## config.mk

```make
export PLATFORM = sky130hd
export DESIGN_NAME = replacement_set_controller
export DESIGN_NICKNAME = d
export VERILOG_FILES = /design/src/rtl/replacement_set_controller.sv
export SDC_FILE = /design/constraint.sdc
export NUM_CORES = 1
export LEC_CHECK = 0
export CAP_MARGIN = 20
export CORE_MARGIN = 5
export CORE_UTILIZATION = 40
export CTS_BUF_LIST = sky130_fd_sc_hd__clkbuf_4 sky130_fd_sc_hd__clkbuf_8
export DETAILED_ROUTE_END_ITERATION = 6
export DONT_BUFFER_PORTS = 1
export GPL_TIMING_DRIVEN = 0
export SETUP_SLACK_MARGIN = 0.1
export SLEW_MARGIN = 25
export SYNTH_ARGS = -nofsm -noshare
export SYNTH_HDL_FRONTEND = slang
export SYNTH_SLANG_ARGS = --single-unit
```

## constraint.sdc

```tcl
create_clock -name clock_i -period 5.7 [get_ports clock_i]
set_input_delay 0.57 -clock clock_i [delete_from_list [all_inputs] [get_ports clock_i]]
set_output_delay 0.57 -clock clock_i [all_outputs]
set_load 0.01 [all_outputs]
```

## src/rtl/replacement_set_controller.sv

```systemverilog
// Replacement-state controller: per-set valid bits and age permutations (LRU or FIFO),
// victim selection on miss with invalid-way preference, and line invalidation.
module replacement_set_controller #(
  parameter int N_WAYS  = 4,
  parameter int N_SETS  = 16,
  parameter int POLICY  = 0,
  localparam int BW_WAYS = $clog2(N_WAYS),
  localparam int BW_SETS = (N_SETS > 1) ? $clog2(N_SETS) : 1
) (
  input  logic               clock_i,
  input  logic               resetn_i,
  input  logic               enable_i,
  input  logic [BW_SETS-1:0] set_i,
  input  logic [BW_WAYS-1:0] way_i,
  input  logic               hit_i,
  input  logic               miss_i,
  input  logic               inval_i,
  output logic               done_o,
  output logic [BW_WAYS-1:0] way_o,
  output logic               evict_valid_o,
  output logic               err_o
);

  localparam logic [BW_WAYS-1:0] AGE_MAX = BW_WAYS'(N_WAYS - 1);
  localparam logic [BW_WAYS-1:0] AGE_ONE = BW_WAYS'(1);

  typedef enum logic [1:0] {ST_INIT, ST_IDLE, ST_MISS} state_t;

  state_t                                     state;
  logic [N_SETS-1:0][N_WAYS-1:0]              valid;
  logic [N_SETS-1:0][N_WAYS-1:0][BW_WAYS-1:0] age;
  logic [BW_SETS-1:0]                         miss_set;

  logic [BW_SETS-1:0]               op_set;
  logic [N_WAYS-1:0][BW_WAYS-1:0]   cur_age, new_age;
  logic [N_WAYS-1:0]                cur_valid, new_valid;
  logic                             accept, do_inval, do_miss, do_hit, do_fill, wr_set;
  logic [BW_WAYS-1:0]               ref_way, ref_age, inv_way, lru_way;
  logic                             any_inv;

  // The fill cycle addresses the set latched at the miss, not whatever set_i shows now.
  always_comb begin
    op_set    = (state == ST_MISS) ? miss_set : set_i;
    cur_age   = age[op_set];
    cur_valid = valid[op_set];
    accept    = enable_i && (state == ST_IDLE);
    do_inval  = accept && inval_i;
    do_miss   = accept && miss_i && !inval_i;
    do_hit    = accept && hit_i && !inval_i && !miss_i;
    do_fill   = (state == ST_MISS);
    wr_set    = do_fill || do_inval || do_hit;
    ref_way   = do_fill ? way_o : way_i;
    ref_age   = cur_age[ref_way];
  end

  always_comb begin
    inv_way = '0;
    lru_way = '0;
    any_inv = 1'b0;
    for (int w = N_WAYS - 1; w >= 0; w--) begin
      if (!cur_valid[w]) begin
        inv_way = BW_WAYS'(w);
        any_inv = 1'b1;
      end
      if (cur_age[w] == AGE_MAX) lru_way = BW_WAYS'(w);
    end
  end

  // Promote moves ref to MRU; demote moves ref to LRU. Both keep ages a permutation.
  always_comb begin
    new_age   = cur_age;
    new_valid = cur_valid;
    for (int w = 0; w < N_WAYS; w++) begin
      if (do_fill || (do_hit && POLICY == 0)) begin
        if (BW_WAYS'(w) == ref_way)    new_age[w] = '0;
        else if (cur_age[w] < ref_age) new_age[w] = cur_age[w] + AGE_ONE;
      end else if (do_inval) begin
        if (BW_WAYS'(w) == ref_way)    new_age[w] = AGE_MAX;
        else if (cur_age[w] > ref_age) new_age[w] = cur_age[w] - AGE_ONE;
      end
    end
    if (do_fill)  new_valid[way_o] = 1'b1;
    if (do_inval) new_valid[way_i] = 1'b0;
  end

  always_ff @(posedge clock_i or negedge resetn_i) begin
    if (!resetn_i) begin
      state         <= ST_INIT;
      done_o        <= 1'b0;
      way_o         <= '0;
      evict_valid_o <= 1'b0;
      err_o         <= 1'b0;
      miss_set      <= '0;
      valid         <= '0;
      for (int s = 0; s < N_SETS; s++)
        for (int w = 0; w < N_WAYS; w++)
          age[s][w] <= BW_WAYS'(w);
    end else begin
      err_o <= 1'b0;
      case (state)
        ST_INIT: begin
          state  <= ST_IDLE;
          done_o <= 1'b1;
        end
        ST_IDLE: begin
          if (do_miss) begin
            way_o         <= any_inv ? inv_way : lru_way;
            evict_valid_o <= !any_inv;
            done_o        <= 1'b0;
            miss_set      <= set_i;
            state         <= ST_MISS;
          end
          if (do_hit) err_o <= !cur_valid[way_i];
        end
        ST_MISS: begin
          done_o <= 1'b1;
          state  <= ST_IDLE;
        end
        default: state <= ST_INIT;
      endcase
      if (wr_set) begin
        age[op_set]   <= new_age;
        valid[op_set] <= new_valid;
      end
    end
  end

endmodule

```

==> results of run 1 <==
==> power by group <==
group / total [uW] / switching, uW / internal (uW)
logic: 899 / 525 / 374
registers: 1980 / 156 / 1820
clock network: 1490 / 611 / 881
==> stage by stage <==
stage	instance area, um2	setup TNS, ps	cells
after floorplan	10180	0	950
after global placement	10590	-13900	1280
after detailed placement	10610	-15440	1281
after CTS	11510	0	1349
after global routing	11570	0	1350
final	11570	0	1350
==> critical path: stages, from the launching register on <==
cell	delay [ps]
dfrtp_1	480
and2b_4	250
o21ai_4	240
buf_12	210
buf_12	180
buf_6	210
mux4_2	540
o21ai_0	330
nor2_1	240
a22o_1	270
a221oi_2	370
ha_1	330
a21oi_1	270
and3_1	280
nor2_1	70
o21ai_1	570
buf_2	350
mux2_2	190
==> state kept, by name (all words and copies together) (netlist names) <==
name,flops
err_o,1
age,128
way_o,2
evict_valid_o,1
done_o,1
valid,64
state,2
miss_set,4
==> worst paths after layout <==
path,startpoint,to,slack (ps),cells after the start
worst max-delay path,state[1]$_DFFE_PN0P_,age[60]$_DFFE_PN0P_,270,17
worst min-delay path,hit_i,err_o$_DFF_PN0_,250,2
worst max register to register,state[1]$_DFFE_PN0P_,age[60]$_DFFE_PN0P_,270,17
worst min register to register,age[9]$_DFFE_PN0P_,age[9]$_DFFE_PN0P_,470,2
max in group asynchronous,resetn_i,age[67]$_DFFE_PN0P_,4080,3
min in group asynchronous,resetn_i,age[25]$_DFFE_PN0P_,620,2
==> synthesized netlist by cell type, types with 4 or more instances <==
master    number
mux2i_1       67
o21ai_1        7
inv_1         18
mux2_2        80
a32oi_1       11
or4_1          4
mux4_1         5
a22o_1         4
ha_1          12
a21oi_1       17
mux4_2         5
clkbuf_1      20
o22ai_1       27
nor2_1        44
buf_1          9
buf_4          4
a31oi_1        5
a211oi_1       6
mux2_4         5
buf_2          8
nand2_1      175
and3_1         4
dfstp_2       64
nand3_1       10
dfrtp_1      139
o21ai_0      132
buf_12         4
buf_6          7
nor3_1         5
nor4bb_1       4
==> repair_timing <==
action                                 4_1_cts  5_1_grt
hold buffers                                 1        1
resized for setup                            8        8
setup buffers                                1        0
pin swaps                                    1        0
endpoints found under the hold margin      203       52
setup endpoints to repair                   96       70
==> metal layers <==
| layer | up-vias | track usage (%) | routed length [um] |
|---|---|---|---|
| met5 | - | 0 | 0 |
| met4 | 0 | 6.370 | 788 |
| met3 | 47 | 3.657 | 1440 |
| met2 | 215 | 32.91 | 13360 |
| met1 | 3828 | 27.37 | 12890 |
| li1 | 3519 | - | - |
==> cell usage in the layout, fill, tap and decap left out, drive strengths merged, types with 2 or more instances in the layout <==
master,count
nand2,175
o21ai,140
dfrtp,139
mux2,85
clkbuf,80
mux2i,67
dfstp,64
nor2,44
buf,35
o22ai,28
inv,18
a21oi,18
ha,12
a32oi,11
nand3,10
mux4,10
a211oi,6
or4,6
nor3,5
a31oi,5
nor4,5
a221oi,5
nor4bb,4
a22o,4
and3,4
a31o,3
o21a,3
o31ai,3
clkinv,3
nand3b,2
a21boi,2
or2,2
a2111oi,2
a21o,2
clkinvlp,2
and2b,2
==> cell type report <==
class                      instances  area share, %
sequential                       203          44.60
tap                              330          3.569
buffer                            51          2.920
timing repair buffer               5         0.6921
clock inverter                     6         0.6164
multi-input combinational        677          40.53
clock buffer                      60          6.489
inverter                          18         0.5840
==> cell families after synthesis <==
| logic type | after synthesis | synth area share [%] |
|---|---|---|
| AOI/OAI and AO/OA | 238 | 13.98 |
| adders and majority gates | 12 | 1.475 |
| buffers and inverters | 70 | 3.983 |
| DFF | 203 | 50.69 |
| muxes | 162 | 18.57 |
| and+or+nand+nor | 265 | 11.30 |
==> metrics, run 1 <==
# H-tree levels 2; fraction of registers with async set or reset after synthesis 100.0%; Core Footprint 0.02511 mm2; CP startpoint kind flop; synthesized net count a little under 1,000; Arr. time, crit path 5900 ps; layout cells sized above 1 between 20% and 30%; fin. max-slew vios 0; final hold vios 0; final setup fails 0; top-area cell type share of the netlist area 34.17%; WL final 28.48 mm; Starting Density 40.54%; number of synthesized flops with an enable pin 0; Power Total 4370 uW; crit path kind reg -> reg; PD cells about 380 mW/mm2; Num CTS Buffers 36; Synth warnings 0; first-pass GRT wire length 45.15 mm; Root Driver clkbuf_8; GRT Overall Usage 20.13%; largest net degree at the start of global routing 204; DRT antenna net count 0; vias in the first global route 7,775; fin crit period 5433 ps; Post-DP HPWL 19.97 mm; DRT Pass-1 Iters 5; initial antenna violation count 0; CTS tree built; vias per cell 5.636; DRC errors left 0; Synth area leader dfrtp_1; max cap viols 0; FF+latch count, synth 203; area grow syn2layout 13.67%; status completed; clock sink count 203; worst endpoint required time 6170 ps; fmax between 0.15 and 0.2 GHz; Final Cycle Share 95.32%; CTS Buffer Depth 3; Routed wire per std cell 21.10 um; smallest hold slack 247.0 ps; pre-CTS WS -501.2 ps; main area contributors after synthesis dfrtp_1 (34%), dfstp_2 (17%), mux2_2 (8.9%), mux2i_1 (6.6%), o21ai_0 (6.5%); FF/Latch Area 0.005160 mm2; diode count 0; Clock Skews approximately 35 ps; Seq/Total Area, Yosys 50.69%; Hold/Removal Path Class in -> reg; slew margin rel. 33.50%; multi-input combinational cell area 0.004690 mm2; gr ovfl total 0; chip height 169.5 um; Clock Latency Late Sink around 540 ps; die area 0.02874 mm2; Placement Rows 58; Mapped Area 0.01018 mm2; Tightest Pin Transition 988.4 ps; drt first-iter violations 585; clock slew at reported path FFs around 60 ps; FILL cells about 2,400; setup ws final between 200 and 300 ps; NumNets Final 1,016; synthesized area per cell 10.71 um2; RSZ-0062 raised after global routing false; gp weighted congestion 0.8834; Die W between 150 and 200 um; Post-synth top flop dfrtp_1; Synth Instances 950; Worst VDD drop 184.4 uV; port bufs 0; CP Max Fanout 10; I/O pin total 17; Cell variety after synth 60; final core utilization 46.08%; Setup crit end kind flop; vias post-DR 7,609; leakage around 0.0050 uW
(Power assumes the default switching activity.)
==> run 2, diff against run 1 <==
--- a/config.mk
+++ b/config.mk
@@ -12,6 +12,7 @@
 export DETAILED_ROUTE_END_ITERATION = 6
 export DONT_BUFFER_PORTS = 1
 export GPL_TIMING_DRIVEN = 0
+export PLACE_DENSITY = 0.64
 export SETUP_SLACK_MARGIN = 0.1
 export SLEW_MARGIN = 25
 export SYNTH_ARGS = -nofsm -noshare
==> metrics, run 2 (same netlist as run 1, synthesis figures left out) <==
Hold/Removal Path Class in -> async; Num CTS Buffers 35 (-2.8%); Tightest Pin Transition 920.7 ps (-67.77 ps); area grow syn2layout 13.04%; fin. max-slew vios 0 (unchanged); failing checks hold timing; Root Driver clkbuf_8; Design Area, Final 0.01151 mm2 (-0.55%); Core Footprint 0.02511 mm2 (unchanged); Worst VDD drop 198.6 uV (+7.7%); Setup crit start state[0]$_DFFE_PN0P_; Starting Density 40.54% (unchanged); area of placed instances 0.01060 mm2 (about the same); Largest Register age; diode count 0 (unchanged); DRT antenna net count 0 (unchanged); clock sink count 203 (unchanged); final setup fails 0 (unchanged); CTS tree built; Die W 169.5 um (unchanged); CP Max Fanout 10 (unchanged); I/O pin total 17 (unchanged); final hold vios 6 (+6); CP startpoint kind flop; CTS Buffer Depth 3 (unchanged); largest net degree at the start of global routing 204 (unchanged); setup ws final 422.3 ps (+155.8 ps); PD cells 371.9 mW/mm2 (-1.5%); Setup crit end kind flop; WL final 27.78 mm (-2.5%); # H-tree levels 2 (unchanged); initial antenna violation count 0 (unchanged); leakage 0.005018 uW (-0.56%); layout cells sized above 1 26.87% (-0.091 points); fmax 0.1895 GHz (+3.0%); vias in the first global route 7,641 (-1.7%); Clock Latency Late Sink 530 ps (about the same); crit path kind reg -> reg; drt first-iter violations 667 (+14%); Post-DP HPWL 19.54 mm (-2.2%); vias post-DR 7,636 (+0.35%); Final Cycle Share 92.59% (-2.7 points); gr ovfl total 0 (unchanged); Routed wire per std cell 20.64 um (-2.2%); max cap viols 0 (unchanged); smallest hold slack -6.451 ps (-253.5 ps); FILL cells 2,387 (-0.75%); RSZ-0062 raised after global routing false; DRT Pass-1 Iters 5 (unchanged); fin crit period 5278 ps (-155.8 ps); pre-CTS WS -559.7 ps (-58.46 ps); Critical R2R Launch state[0]$_DFFE_PN0P_; slew margin rel. 37.04% (+3.5 points); max reg flops 128 (unchanged); vias per cell 5.673 (+0.65%); Placement Rows 58 (unchanged); first-pass GRT wire length 44.43 mm (-1.6%); worst endpoint required time 6110 ps (-60 ps); gp weighted congestion 0.8999 (+1.9%); commonest non-fill, non-tap cell in the layout nand2_1; multi-input combinational cell area 0.004701 mm2 (+0.24%); final core utilization 45.82% (-0.25 points); FF/Latch Area 0.005160 mm2 (unchanged); die area 0.02874 mm2 (unchanged); Largest regs age: 128 flops, valid: 64 flops, miss_set: 4 flops; Arr. time, crit path 5690 ps (-210 ps); chip height 169.5 um (unchanged); R2R setup slack 420 ps (+160 ps); NumNets Final 1,013 (-0.30%); clock slew at reported path FFs 60 ps (about the same); GRT Overall Usage 19.80% (-0.33 points); status complete, but fails checks; port bufs 0 (unchanged); most frequent cells in the layout nand2_1 (175), dfrtp_1 (139), o21ai_0 (131); DRC errors left 0 (unchanged); Clock Skews 25.28 ps (-9.304 ps)
## run 2: path summary, 6_finish.rpt
check / to / depth (start not counted)
min in group clock_i: err_o$_DFF_PN0_ / 2
max in group asynchronous: age[74]$_DFFE_PN1P_ / 2
max reg2reg: age[37]$_DFFE_PN1P_ / 17
max: age[37]$_DFFE_PN1P_ / 17
min: age[17]$_DFFE_PN0P_ / 1
min reg2reg: age[105]$_DFFE_PN0P_ / 2
## run 2: final cells by class
class,count,area share (%)
plain buffers,51,2.947
multi-input cells,677,40.85
clock inverters,2,0.1414
repair buffers,3,0.5437
inverters,18,0.5872
clock buffers,62,6.492
flip-flops and latches,203,44.85
well taps,330,3.589
## run 2: worst max-delay path, cell delays in order (launching register included)
cell	delay, ps
dfrtp_1	370
buf_2	170
or4b_2	700
o31ai_2	200
nand2_1	380
o22ai_1	260
or4_1	190
clkbuf_1	260
o22ai_1	110
a221oi_1	590
ha_1	360
a21o_1	200
nor2_1	140
nand2_1	70
o311a_1	320
a221oi_4	400
clkbuf_2	320
o21ai_0	110
## run 2: routing by layer
metal | global-route usage, % | routed length [um] | vias to the layer above
met1 | 27.58 | 12300 | 3823
met4 | 6.580 | 678 | 0
met2 | 31.32 | 12950 | 256
met5 | 0 | 0 | -
met3 | 3.774 | 1842 | 43
li1 | - | - | 3514
## run 2: report_power, final
group	internal (uW)	total (uW)	switching, uW
Sequential	1820	1980	156
Clock	821	1400	583
Combinational	375	896	520
## run 2: per-stage QoR
step | hold slack, ps | setup TNS, ps | instances | power, uW
final | -6.451 | 0 | 1346 | 4280
after global routing | 9.238 | 0 | 1346 | 4511
after CTS | 189.5 | 0 | 1346 | 4293
after detailed placement | 294.0 | -18110 | 1280 | 2837
after global placement | 294.5 | -12760 | 1280 | 2802
after floorplan | 274.4 | 0 | 950 | 2576
## run 2: repair_timing
action,4_1_cts,5_1_grt
pin swaps,1,0
endpoints found under the setup margin,108,80
hold endpoints to repair,203,0
setup buffers,1,0
gates resized for setup,9,10
hold buffers,1,0
